==> src/rtl/soma_scheduler.sv <==
// soma_scheduler
//   Time-step sequencer for the soma datapath and its Vm memory. On each
//   tick_start it sweeps neurons 0..cfg_neuron_last: read Vm, capture the
//   datapath result, write Vm back, and emit a spike token if the neuron
//   fired. While idle it serves single-cycle host accesses to the Vm memory.
//
// Ports
//   clk_soma, rst         clock (rising edge), synchronous active-high reset
//   tick_start            pulse that begins a sweep
//   cfg_neuron_last       highest neuron index to update, sampled at accept
//   busy, tick_done       sweep in progress / one-cycle end-of-sweep pulse
//   tick_overrun          sticky: tick_start seen while busy
//   vm_re/vm_raddr        Vm read port (vm_rdata valid the following cycle)
//   vm_we/vm_waddr/wdata  Vm write port
//   dp_fire, dp_vm_next   datapath result, combinational from vm_rdata
//   spk_vld/addr/rdy      spike token valid/ready port
//   host_*                host Vm access port (req/gnt, rvld/rdata)
module soma_scheduler #(
  parameter int NNW = 12,
  parameter int VW  = 20
) (
  input  logic           clk_soma,
  input  logic           rst,
  input  logic           tick_start,
  input  logic [NNW-1:0] cfg_neuron_last,
  output logic           busy,
  output logic           tick_done,
  output logic           tick_overrun,
  output logic           vm_re,
  output logic [NNW-1:0] vm_raddr,
  input  logic [VW-1:0]  vm_rdata,
  input  logic           dp_fire,
  input  logic [VW-1:0]  dp_vm_next,
  output logic           vm_we,
  output logic [NNW-1:0] vm_waddr,
  output logic [VW-1:0]  vm_wdata,
  output logic           spk_vld,
  output logic [NNW-1:0] spk_addr,
  input  logic           spk_rdy,
  input  logic           host_req,
  input  logic           host_wr,
  input  logic [NNW-1:0] host_addr,
  input  logic [VW-1:0]  host_wdata,
  output logic           host_gnt,
  output logic           host_rvld,
  output logic [VW-1:0]  host_rdata
);

  typedef enum logic [2:0] {IDLE, RD, CAP, WR, SPK, DONE} state_t;

  state_t         state, state_nxt;
  logic [NNW-1:0] cnt, cnt_nxt;
  logic [NNW-1:0] last_q, last_nxt;
  logic           fire_q, fire_nxt;
  logic [VW-1:0]  vm_q, vm_nxt;
  logic           busy_nxt;
  logic           spk_vld_nxt;
  logic [NNW-1:0] spk_addr_nxt;
  logic           step;

  always_ff @(posedge clk_soma) begin
    if (rst) begin
      state        <= IDLE;
      cnt          <= '0;
      last_q       <= '0;
      fire_q       <= 1'b0;
      vm_q         <= '0;
      busy         <= 1'b0;
      spk_vld      <= 1'b0;
      spk_addr     <= '0;
      tick_overrun <= 1'b0;
      host_rvld    <= 1'b0;
    end else begin
      state        <= state_nxt;
      cnt          <= cnt_nxt;
      last_q       <= last_nxt;
      fire_q       <= fire_nxt;
      vm_q         <= vm_nxt;
      busy         <= busy_nxt;
      spk_vld      <= spk_vld_nxt;
      spk_addr     <= spk_addr_nxt;
      // busy is still high in DONE, so a tick_start there also counts
      if (tick_start && busy) tick_overrun <= 1'b1;
      host_rvld    <= host_gnt & ~host_wr;
    end
  end

  always_comb begin
    state_nxt    = state;
    cnt_nxt      = cnt;
    last_nxt     = last_q;
    fire_nxt     = fire_q;
    vm_nxt       = vm_q;
    busy_nxt     = busy;
    spk_vld_nxt  = spk_vld;
    spk_addr_nxt = spk_addr;
    step         = 1'b0;
    vm_re        = 1'b0;
    vm_raddr     = '0;
    vm_we        = 1'b0;
    vm_waddr     = '0;
    vm_wdata     = '0;
    tick_done    = 1'b0;
    host_gnt     = 1'b0;

    case (state)
      IDLE: begin
        if (tick_start) begin
          cnt_nxt   = '0;
          last_nxt  = cfg_neuron_last;
          busy_nxt  = 1'b1;
          state_nxt = RD;
        end else if (host_req) begin
          host_gnt = 1'b1;
          vm_we    = host_wr;
          vm_re    = ~host_wr;
          vm_waddr = host_addr;
          vm_raddr = host_addr;
          vm_wdata = host_wdata;
        end
      end
      RD: begin
        vm_re     = 1'b1;
        vm_raddr  = cnt;
        state_nxt = CAP;
      end
      CAP: begin
        fire_nxt  = dp_fire;
        vm_nxt    = dp_vm_next;
        state_nxt = WR;
      end
      WR: begin
        vm_we    = 1'b1;
        vm_waddr = cnt;
        vm_wdata = vm_q;
        if (fire_q) begin
          spk_vld_nxt  = 1'b1;
          spk_addr_nxt = cnt;
          state_nxt    = SPK;
        end else begin
          step = 1'b1;
        end
      end
      SPK: begin
        if (spk_rdy) begin
          spk_vld_nxt = 1'b0;
          step        = 1'b1;
        end
      end
      DONE: begin
        tick_done = 1'b1;
        busy_nxt  = 1'b0;
        state_nxt = IDLE;
      end
      default: state_nxt = IDLE;
    endcase

    // Compare before incrementing so a full-range sweep never wraps.
    if (step) begin
      if (cnt == last_q) begin
        state_nxt = DONE;
      end else begin
        cnt_nxt   = cnt + NNW'(1);
        state_nxt = RD;
      end
    end
  end

  assign host_rdata = host_rvld ? vm_rdata : '0;

endmodule

==> config.mk <==
export PLATFORM = sky130hd
export DESIGN_NAME = soma_scheduler
export DESIGN_NICKNAME = d
export VERILOG_FILES = /design/src/rtl/soma_scheduler.sv
export SDC_FILE = /design/constraint.sdc
export NUM_CORES = 1
export LEC_CHECK = 0
export BUFFER_PORTS_ARGS = -buffer_cell sky130_fd_sc_hd__buf_2
export CELL_PAD_IN_SITES_DETAIL_PLACEMENT = 0
export CELL_PAD_IN_SITES_GLOBAL_PLACEMENT = 1
export CORE_MARGIN = 1.5
export CORE_UTILIZATION = 33
export CTS_BUF_LIST = sky130_fd_sc_hd__clkbuf_8 sky130_fd_sc_hd__clkbuf_16
export DETAILED_ROUTE_END_ITERATION = 10
export GPL_TIMING_DRIVEN = 0
export HOLD_SLACK_MARGIN = 0.08
export PLACE_DENSITY = 0.94
export SKIP_CTS_REPAIR_TIMING = 1
export SLEW_MARGIN = 20
export SYNTH_ARGS = -nofsm -noshare
export SYNTH_HDL_FRONTEND = slang
export SYNTH_SLANG_ARGS = --single-unit
==> constraint.sdc <==
create_clock -name clk_soma -period 4.2 [get_ports clk_soma]
set_clock_uncertainty 0.2 [all_clocks]
set_input_delay 0.84 -clock clk_soma [delete_from_list [all_inputs] [get_ports clk_soma]]
set_output_delay 0.84 -clock clk_soma [all_outputs]
set_load 0.02 [all_outputs]
==> results of run 1 <==
## layout by cell type (no fill, tap or decap), drive strengths merged
master | synthesis | routed
nand4 | 5 | 5
and2 | 23 | 23
nor4b | 1 | 1
o31ai | 3 | 3
nand3 | 8 | 8
a32oi | 1 | 1
a31oi | 2 | 2
nor3 | 5 | 5
inv | 3 | 3
xnor2 | 2 | 2
nand2 | 104 | 104
nor3b | 3 | 3
o21ai | 4 | 4
xor2 | 12 | 12
nor2 | 15 | 15
and4 | 1 | 1
or3 | 4 | 4
mux2i | 3 | 3
clkbuf | 21 | 36
o21a | 2 | 2
dfxtp | 64 | 64
o21bai | 1 | 1
o311ai | 2 | 2
and3b | 1 | 1
nand2b | 1 | 1
buf | 19 | 192
ha | 1 | 1
a21o | 3 | 3
a21oi | 52 | 52
nor4 | 3 | 3
a31o | 3 | 3
or2 | 2 | 2
a22o | 44 | 44
bufinv | 0 | 1
## worst min-delay path by stage
stage               cells past startpoint                        to                startpoint  slack (ns)
CTS                                     2      vm_q[2]$_SDFFE_PP0P_      vm_q[2]$_SDFFE_PP0P_        0.26
floorplan                               2      vm_q[0]$_SDFFE_PP0P_      vm_q[0]$_SDFFE_PP0P_        0.24
detailed placement                      2     vm_q[12]$_SDFFE_PP0P_     vm_q[12]$_SDFFE_PP0P_        0.25
finish                                  2  spk_addr[1]$_SDFFE_PP0P_  spk_addr[1]$_SDFFE_PP0P_        0.26
global placement                        2  spk_addr[8]$_SDFFE_PP0P_  spk_addr[8]$_SDFFE_PP0P_        0.24
global route                            2     vm_q[12]$_SDFFE_PP0P_     vm_q[12]$_SDFFE_PP0P_        0.28
## critical path: cells and delay by family
family	cells	cell delay [ns]
compound gates	1	0.25
simple gates	2	0.24
buf+inv	4	1.07
## sequential cells by signal, indices dropped and copies added (netlist names)
| signal | count |
|---|---|
| busy | 1 |
| cnt | 12 |
| fire_q | 1 |
| host_rvld | 1 |
| last_q | 12 |
| spk_addr | 12 |
| spk_vld | 1 |
| state | 3 |
| tick_overrun | 1 |
| vm_q | 20 |
## through the flow
stage	hold slack (ns)	util, %	total power, mW
floorplan	0.236	-	0.923
global placement	0.240	44.3	1.05
detailed placement	0.249	44.3	1.06
CTS	0.259	46.8	1.66
global route	0.279	46.8	1.73
finish	0.257	46.8	1.65
## where the power goes
group	total, mW	switching, mW	leakage [nW]	internal, mW
clock	0.600	0.228	0.122	0.372
sequential	0.668	0.0241	0.519	0.644
combinational	0.379	0.234	1.55	0.145
total	1.65	0.486	2.19	1.16
## cell usage after synthesis, types with 2 or more instances
cell	instances
buf_1	4
o21ai_0	4
a21o_1	3
mux2i_1	3
buf_2	12
a31o_2	2
nor4_2	3
nor2_1	15
inv_1	2
o21a_1	2
a22o_1	44
dfxtp_1	64
buf_4	2
clkbuf_1	21
nand4_1	5
nand3_1	8
nor3b_1	3
o31ai_1	3
xnor2_1	2
o311ai_0	2
xor2_1	12
nor3_1	5
or3_1	4
and2_1	23
a21oi_1	52
nand2_1	104
## layer usage
metal,vias up,track usage (%)
met3,11,4.61
met4,0,7.17
met1,1685,21.6
met5,-,0
li1,1825,-
met2,148,34.1
## final cells by class
class | count | area share (%)
buffer | 40 | 3.96
clock buffer | 15 | 4.54
clock inverter | 1 | 0.660
inverter | 3 | 0.247
multi-input combinational | 311 | 39.8
sequential | 64 | 28.2
tap | 133 | 3.66
timing repair buffer | 173 | 19.0
## cells by family after synthesis
logic type / after synthesis / share of synthesized area, %
multiplexers: 3 / 0.915
adder cells (fa/ha/maj): 1 / 0.381
flip-flops: 64 / 39.0
AND/OR/NAND/NOR: 176 / 25.1
XOR/XNOR: 14 / 3.74
buffers and inverters: 43 / 5.83
AO/OA/AOI/OAI: 117 / 25.0
==> results.md, run 1 <==
- Met1 WL: 4.34 mm
- Clock buffer depth: 2
- DRT iter0 DRCs: 127
- ANT nets after route: 0
- Sequential fraction of the synthesis area: 39.0%
- Status: finished, final reports clean
- Number of core rows: 36
- Share of post-route cells with drive strength above 1: 35.4%
- Post-synthesis async set-or-reset flop share: 0%
- Crit path DAT: 2.41 ns
- Syn. warnings: 0
- Top FF cell, synth: dfxtp_1
- Peak supply drop: 0.215 mV
- Final WS setup: 0.751 ns
- Setup WS pre-CTS: 0.745 ns
- RSZ-0062 raised after global routing: no
- Final count of pins violating max slew: 0
- Antenna diodes: 0
- Final instance area: 4550 um2
- I/O Buffers: 173
- Post-DP Area: 4310 um2
- Min Tclk post-route: 3.45 ns
- CP peak stage delay: 0.55 ns
- Startpoint types: input port
- Fill cells: 999
- Via count: 3,669
- Top sig layer: met4
- Chip width: 103 um
- Global-route wire length before repair: 15.2 mm
- Crit-path slowest cell: buf_1
- Netlist cell types: 40
- Num CTS Buffers: 9
- Syn Nets: 510
- Number of instances in the placed design: 724
- CP Capture Point: vm_wdata[16]
- Antenna violations before repair: 0
- Setup_tns: 0 ns
- Met3 WL: 777 um
- End of the worst register-to-register path: cnt[2]$_SDFF_PP0_
- Synth area leader: dfxtp_1
- Post-Syn Instances: 418
- Flop-to-flop setup slack: 1.97 ns
- Finished Layout Cells: 740
- Worst-Margin Slew: 0.896 ns
- Crit path max fanout: 10
- Critical Path Sink Type: output pin
- Syn_area_per_cell: 7.85 um2
- TritonRoute pass-1 iters: 4
- I/O pins: 175
- Final Hold Viols: 0
- Crit. Startpoint: tick_start
- Die Y: 103 um
- Reg area: 1280 um2
- WP data required: 3.16 ns
- Area of the multi-input gates: 1810 um2
- WL final: 10.4 mm
- Largest net degree at the start of global routing: 11
- Clock latency on the worst-skew pair: 0.33 ns
- Worst hold path class: reg -> reg
- WL met2: 5.15 mm
- Fmax: 290 MHz
- Remaining Overflow, GRT: 0
- Vias/cell: 4.96
- Total GRT Usage: 18.9%
- DRC Markers: 0
- Max-slew headroom: 40.2%
- Wirelength per Cell: 14.1 um
- R2R cell count: 6
- Top-area cell type share of the netlist area: 39.0%
- Reg clk slew, reported paths: 0.07 ns
- Die ar.: 10,600 um2
- Hpwl dp: 8.14 mm
- Clk sinks: 64
- Final Cycle Share: 82.1%
- EDFF count, synth: 0
- Syn-to-layout area delta: 38.7%
- Core Area: 9730 um2
- # H-tree levels: 3
- Worst reg2reg startpoint: state[1]$_SDFFE_PP0P_
- Vias in the first global route: 3,187
- Ordered cell list for the critical path: buf_2 > nor2_1 > nand3_1 > inv_2 > buf_1 > a22o_1 > buf_2
- Gpl congestion: 0.950
- Initial core utilization: 33.7%
- Leakage: 2.19 nW
- #FFs+latches synth: 64
- Maxcap violations: 0
- Pwr/cell area: 362 nW/um2
- Final setup vio count: 0
- Area contributors post-synth: dfxtp_1, nand2_1, a22o_1, a21oi_1, and2_1
- Cell Area, Synth: 3280 um2
- Critical path class: in -> out
- Nets: 694
- CTS tree: done
- Most frequent CP cell: buf_2
- Root buf cell: clkbuf_8
Note: power is estimated with default switching activity, not from simulation.
==> run 2: changes to the inputs <==
- CORE_UTILIZATION: 33 -> 31
- PLACE_DENSITY: 0.94 -> 0.89
- clock period: 4.2 -> 3.44 ns (I/O delays scaled with it)
==> run 2 against run 1 <==
Net effect: non-clock buffer count unchanged; routed wire length is 8.6% higher; global-route usage up 1.2 points; cell area is 0.50% higher; clock power is 38% higher.
==> results.md, run 2 (synthesis results as in run 1) <==
- Startpoint types: register
- Via count: 3,701 (+0.87%)
- # H-tree levels: 3 (unchanged)
- Critical path class: reg -> out
- Gpl congestion: 0.860 (-9.5%)
- I/O pins: 175 (unchanged)
- Antenna violations before repair: 0 (unchanged)
- Final Hold Viols: 0 (unchanged)
- Vias in the first global route: 3,481 (+9.2%)
- Core Area: 10,300 um2 (+5.6%)
- Final WS setup: 0.185 ns (-0.566 ns)
- Critical Path Stages: 5 (-2)
- Critical Path Sink Type: output pin
- R2R cell count: 6 (unchanged)
- Crit path max fanout: 10 (unchanged)
- Nets: 694 (unchanged)
- Min-delay src: spk_addr[9]$_SDFFE_PP0P_
- Min Tclk post-route: 3.26 ns
- Vias/cell: 4.98 (+0.46%)
- Number of core rows: 37 (+2.8%)
- Reg clk slew, reported paths: 0.08 ns (about the same)
- Crit-path leading delay family: buffers and inverters
- Peak supply drop: 0.216 mV (+0.57%)
- Maxcap violations: 0 (unchanged)
- CP bufs+invs: 3 (-1)
- DRT iter0 DRCs: 195 (+54%)
- ANT nets after route: 0 (unchanged)
- Max-slew headroom: 45.8% (+5.6 points)
- Status: finished, final reports clean
- Root buf cell: clkbuf_8
- Leakage: 2.20 nW (+0.35%)
- CTS tree: done
- Final Cycle Share: 94.6%
- Setup_tns: 0 ns (unchanged)
- Antenna diodes: 0 (unchanged)
- Hpwl dp: 8.76 mm (+7.6%)
- Worst hold path class: reg -> reg
- Wirelength per Cell: 15.2 um (+8.2%)
- Top reg by flops: vm_q
- Fmax: 307 MHz
- Total GRT Usage: 20.1% (+1.2 points)
- Num CTS Buffers: 9 (unchanged)
- End of the worst register-to-register path: cnt[2]$_SDFF_PP0_
- DRC Markers: 0 (unchanged)
- Clk sinks: 64 (unchanged)
- Ordered cell list for the critical path: buf_2 > nor3b_1 > clkbuf_1 > o21bai_1 > buf_2
- Post-DP Area: 4320 um2 (about the same)
- Die Y: 106 um (+3.1%)
- Crit-path slowest cell: nor3b_1
- Initial core utilization: 31.9% (-1.8 points)
- Clock buffer depth: 2 (unchanged)
- Chip width: 106 um (+3.1%)
- CP peak stage delay: 0.62 ns (+0.07 ns)
- WP data required: 2.55 ns (-0.61 ns)
- Share of post-route cells with drive strength above 1: 35.7% (+0.33 points)
- Setup WS pre-CTS: 0.216 ns (-0.529 ns)
- Crit path DAT: 2.37 ns (-0.04 ns)
- WL final: 11.3 mm (+8.6%)
- Final count of pins violating max slew: 0 (unchanged)
- Most common cell after layout, fill and taps aside: buf_2
- Die ar.: 11,200 um2 (+6.3%)
- Global-route wire length before repair: 17.8 mm (+17%)
- Pwr/cell area: 461 nW/um2 (+28%)
- Final instance area: 4570 um2 (+0.50%)
- Most frequent cells in the layout: buf_2, nand2_1, dfxtp_1, a21oi_1, a22o_1
- Hold depth: 2 (unchanged)
- Most frequent CP cell: buf_2
- Final setup vio count: 0 (unchanged)
- Remaining Overflow, GRT: 0 (unchanged)
- RSZ-0062 raised after global routing: no
- Largest net degree at the start of global routing: 13 (+2)
- Worst-Margin Slew: 0.811 ns (-0.0846 ns)
- Clock latency on the worst-skew pair: 0.35 ns (+0.02 ns)
- TritonRoute pass-1 iters: 5 (+1)
- Worst reg2reg startpoint: state[1]$_SDFFE_PP0P_
- Largest register FFs: 20 (unchanged)
- Syn-to-layout area delta: 39.3%
- Hold path endpoint: spk_addr[9]$_SDFFE_PP0P_
- I/O Buffers: 173 (unchanged)
- Flop-to-flop setup slack: 1.23 ns (-0.74 ns)
==> run 2: changes by cell type in the layout (fill, tap and decap cells not counted) <==
cell / change
clkbuf_8: -5
inv_6: +1
clkbuf_2: +2
clkinvlp_4: +1
bufinv_16: +2
buf_1: -2
clkinv_4: +1
==> run 2: area by class of cell <==
cell class	instances	area, um2
Buffer	40	183
Clock buffer	10	138
Clock inverter	6	115
Fill cell	1047	5700
Inverter	3	11.3
Multi-Input combinational cell	311	1810
Sequential cell	64	1280
Tap cell	136	170
Timing Repair Buffer	173	866
==> run 2: worst max-delay path by stage <==
| stage | slack, ns | endpoint | start |
|---|---|---|---|
| floorplan | 0.79 | vm_raddr[0] | tick_start |
| global placement | 0.22 | vm_waddr[2] | tick_start |
| detailed placement | 0.22 | vm_waddr[2] | tick_start |
| CTS | 0.05 | vm_waddr[2] | state[0]$_SDFFE_PP0P_ |
| global route | 0.02 | vm_re | state[0]$_SDFFE_PP0P_ |
| finish | 0.18 | vm_re | state[1]$_SDFFE_PP0P_ |
==> run 2: per-stage QoR <==
| step | utilization (%) | total power [mW] | cells | hold slack, ns |
|---|---|---|---|---|
| global route | 44.5 | 2.22 | 743 | 0.280 |
| detailed placement | 42.0 | 1.30 | 727 | 0.247 |
| global placement | 42.0 | 1.29 | 727 | 0.244 |
| floorplan | - | 1.13 | 418 | 0.236 |
| finish | 44.5 | 2.11 | 743 | 0.257 |
| CTS | 44.5 | 2.13 | 743 | 0.257 |
==> run 2: report_power, final <==
| group | internal [mW] | switching (mW) | total [mW] |
|---|---|---|---|
| registers | 0.786 | 0.0282 | 0.814 |
| clock network | 0.505 | 0.321 | 0.826 |
| logic | 0.178 | 0.292 | 0.469 |
==> run 2: worst register-to-register path: stages (launching register included) <==
cell     delay, ns
dfxtp_1       0.31
buf_2         0.17
nor4b_2       0.73
nor2_1        0.29
nand2_1       0.14
a21oi_1       0.05
a31o_2        0.21
==> run 2: routing by layer <==
metal	vias to the layer above	wire [um]	track usage [%]
met5	-	0	0
met1	1703	4790	24.6
li1	1816	-	-
met2	172	5530	34.9
met3	10	880	4.97
met4	0	104	5.98
==> run 3: changes to the inputs <==
- PLACE_DENSITY: 0.89 -> 0.92
==> run 3 against run 2 <==
Net effect: non-clock buffer count did not move; routed wire length is 1.4% higher; via count rose by 1.0%; highest routed layer unchanged; hold slack got worse by 0.0036 ns; largest power group is now registers; power fell by 4.7%; cell area down 0.77%; maximum frequency grew 0.37%; critical path depth increased by 2.
==> results.md, run 3 (synthesis results as in run 1) <==
- Gpl congestion: 0.836 (-2.8%)
- Hold path endpoint: vm_q[2]$_SDFFE_PP0P_
- CP bufs+invs: 4 (+1)
- Final count of pins violating max slew: 0 (unchanged)
- Share of post-route cells with drive strength above 1: 35.4% (-0.33 points)
- Critical path class: reg -> out
- Total GRT Usage: 20.2% (+0.021 points)
- DRC Markers: 0 (unchanged)
- Final Hold Viols: 0 (unchanged)
- Die Y: 106 um (unchanged)
- Setup WS pre-CTS: 0.341 ns (+0.125 ns)
- Global-route wire length before repair: 17.6 mm (-1.3%)
- Peak supply drop: 0.214 mV (-1.2%)
- Crit. Startpoint: state[0]$_SDFFE_PP0P_
- Fmax: 308 MHz (+0.37%)
- Largest register FFs: 20 (unchanged)
- Final Cycle Share: 94.3% (-0.35 points)
- Pwr/cell area: 443 nW/um2 (-4.0%)
- I/O Buffers: 173 (unchanged)
- Vias/cell: 5.03 (+1.0%)
- Min-delay src: vm_q[2]$_SDFFE_PP0P_
- End of the worst register-to-register path: cnt[2]$_SDFF_PP0_
- Clock latency on the worst-skew pair: 0.35 ns (about the same)
- Number of core rows: 37 (unchanged)
- RSZ-0062 raised after global routing: no
- Root buf cell: clkbuf_8
- Area of the multi-input gates: 1810 um2 (unchanged)
- Reg area: 1280 um2 (unchanged)
- Wirelength per Cell: 15.4 um (+1.4%)
- WP data required: 2.55 ns (about the same)
- Leakage: 2.17 nW (-1.3%)
- Via count: 3,738 (+1.0%)
- Status: finished, final reports clean
- DRT iter0 DRCs: 264 (+35%)
- Pwr Total: 2.01 mW (-4.7%)
- Most common cell after layout, fill and taps aside: buf_2
- Vias in the first global route: 3,522 (+1.2%)
- WL final: 11.5 mm (+1.4%)
- Final WS setup: 0.196 ns (+0.0119 ns)
- # H-tree levels: 3 (unchanged)
- Hold WS: 0.254 ns (-0.00358 ns)
- Top reg by flops: vm_q
- Hpwl dp: 8.97 mm (+2.4%)
- Nets: 694 (unchanged)
- Worst reg2reg startpoint: state[1]$_SDFFE_PP0P_
- Reg clk slew, reported paths: 0.08 ns (about the same)
- Antenna diodes: 0 (unchanged)
- Flop-to-flop setup slack: 1.23 ns (about the same)
- Finished Layout Cells: 743 (unchanged)
- Antenna violations before repair: 0 (unchanged)
- Ordered cell list for the critical path: buf_4 > nor2_1 > nand3_1 > inv_2 > buf_1 > a22o_1 > buf_2
- ANT nets after route: 0 (unchanged)
- Maxcap violations: 0 (unchanged)
- Clock buffer depth: 2 (unchanged)
- Initial core utilization: 31.9% (unchanged)
- CP peak stage delay: 0.47 ns (-0.15 ns)
- Crit path DAT: 2.36 ns (about the same)
- Crit-path leading delay family: buffers and inverters
- Num CTS Buffers: 9 (unchanged)
- Chip width: 106 um (unchanged)
- Crit path max fanout: 10 (unchanged)
- Final setup vio count: 0 (unchanged)
- Setup_tns: 0 ns (unchanged)
- Remaining Overflow, GRT: 0 (unchanged)
- TritonRoute pass-1 iters: 4 (-1)
- Worst hold path class: reg -> reg
- Hold depth: 2 (unchanged)
- Fill cells: 1,091 (+4.2%)
- R2R cell count: 6 (unchanged)
- Number of instances in the placed design: 727 (unchanged)
- Most frequent cells in the layout: buf_2, nand2_1, dfxtp_1, a21oi_1, a22o_1
- Syn-to-layout area delta: 38.3%
- Max-slew headroom: 46.3% (+0.55 points)
- Min Tclk post-route: 3.24 ns (-0.0119 ns)
- Critical Path Sink Type: output pin
- Core Area: 10,300 um2 (unchanged)
- Clk sinks: 64 (unchanged)
- Crit-path slowest cell: buf_1
- CTS tree: done
- I/O pins: 175 (unchanged)
- Largest net degree at the start of global routing: 13 (unchanged)
- Die ar.: 11,200 um2 (unchanged)
- Startpoint types: register
- Worst-Margin Slew: 0.803 ns (-0.00830 ns)
run 3: changes by cell type in the layout (fill, tap and decap cells not counted), sizes merged:
cell / delta
buf: +2
bufinv: -1
clkinvlp: +2
clkbuf: -3
clkinv: +1
inv: -1
run 3: metrics by stage:
step	util [%]	area, um2
floorplan	-	3280
global placement	42.0	4320
detailed placement	42.0	4320
CTS	44.2	4540
global route	44.2	4540
finish	44.2	4540
run 3: power breakdown:
part	switching, mW	total [mW]	internal [mW]
logic	0.294	0.471	0.177
clock network	0.317	0.725	0.407
registers	0.0282	0.814	0.786
run 3: per-layer routing:
layer | global-route usage, % | share of wire [%] | routed length [um] | up-vias
li1 | - | - | - | 1812
met1 | 24.7 | 42 | 4830 | 1740
met2 | 32.7 | 46 | 5300 | 169
met3 | 5.64 | 8.4 | 963 | 17
met4 | 9.56 | 3.2 | 372 | 0
met5 | 0 | 0 | 0 | -
run 3: layout make-up:
cell class,count,area share (%)
repair buffers,173,19.1
clock buffers,9,2.73
multi-input cells,311,39.9
inverters,3,0.248
plain buffers,40,3.97
clock inverters,7,2.12
well taps,136,3.75
flip-flops and latches,64,28.2
run 3: worst max path at each step:
stage | endpoint | cells past startpoint
5_1_grt | vm_raddr[10] | 7
4_1_cts | vm_raddr[10] | 7
6_report | vm_waddr[3] | 7
3_5_place_dp | vm_raddr[10] | 7
2_1_floorplan | vm_raddr[0] | 5
3_3_place_gp | vm_raddr[10] | 7
run 3: worst min-delay path: stages, from the launching register on:
cell and delay [ns]:
dfxtp_1 0.31, nand2_1 0.05, a21oi_1 0.05
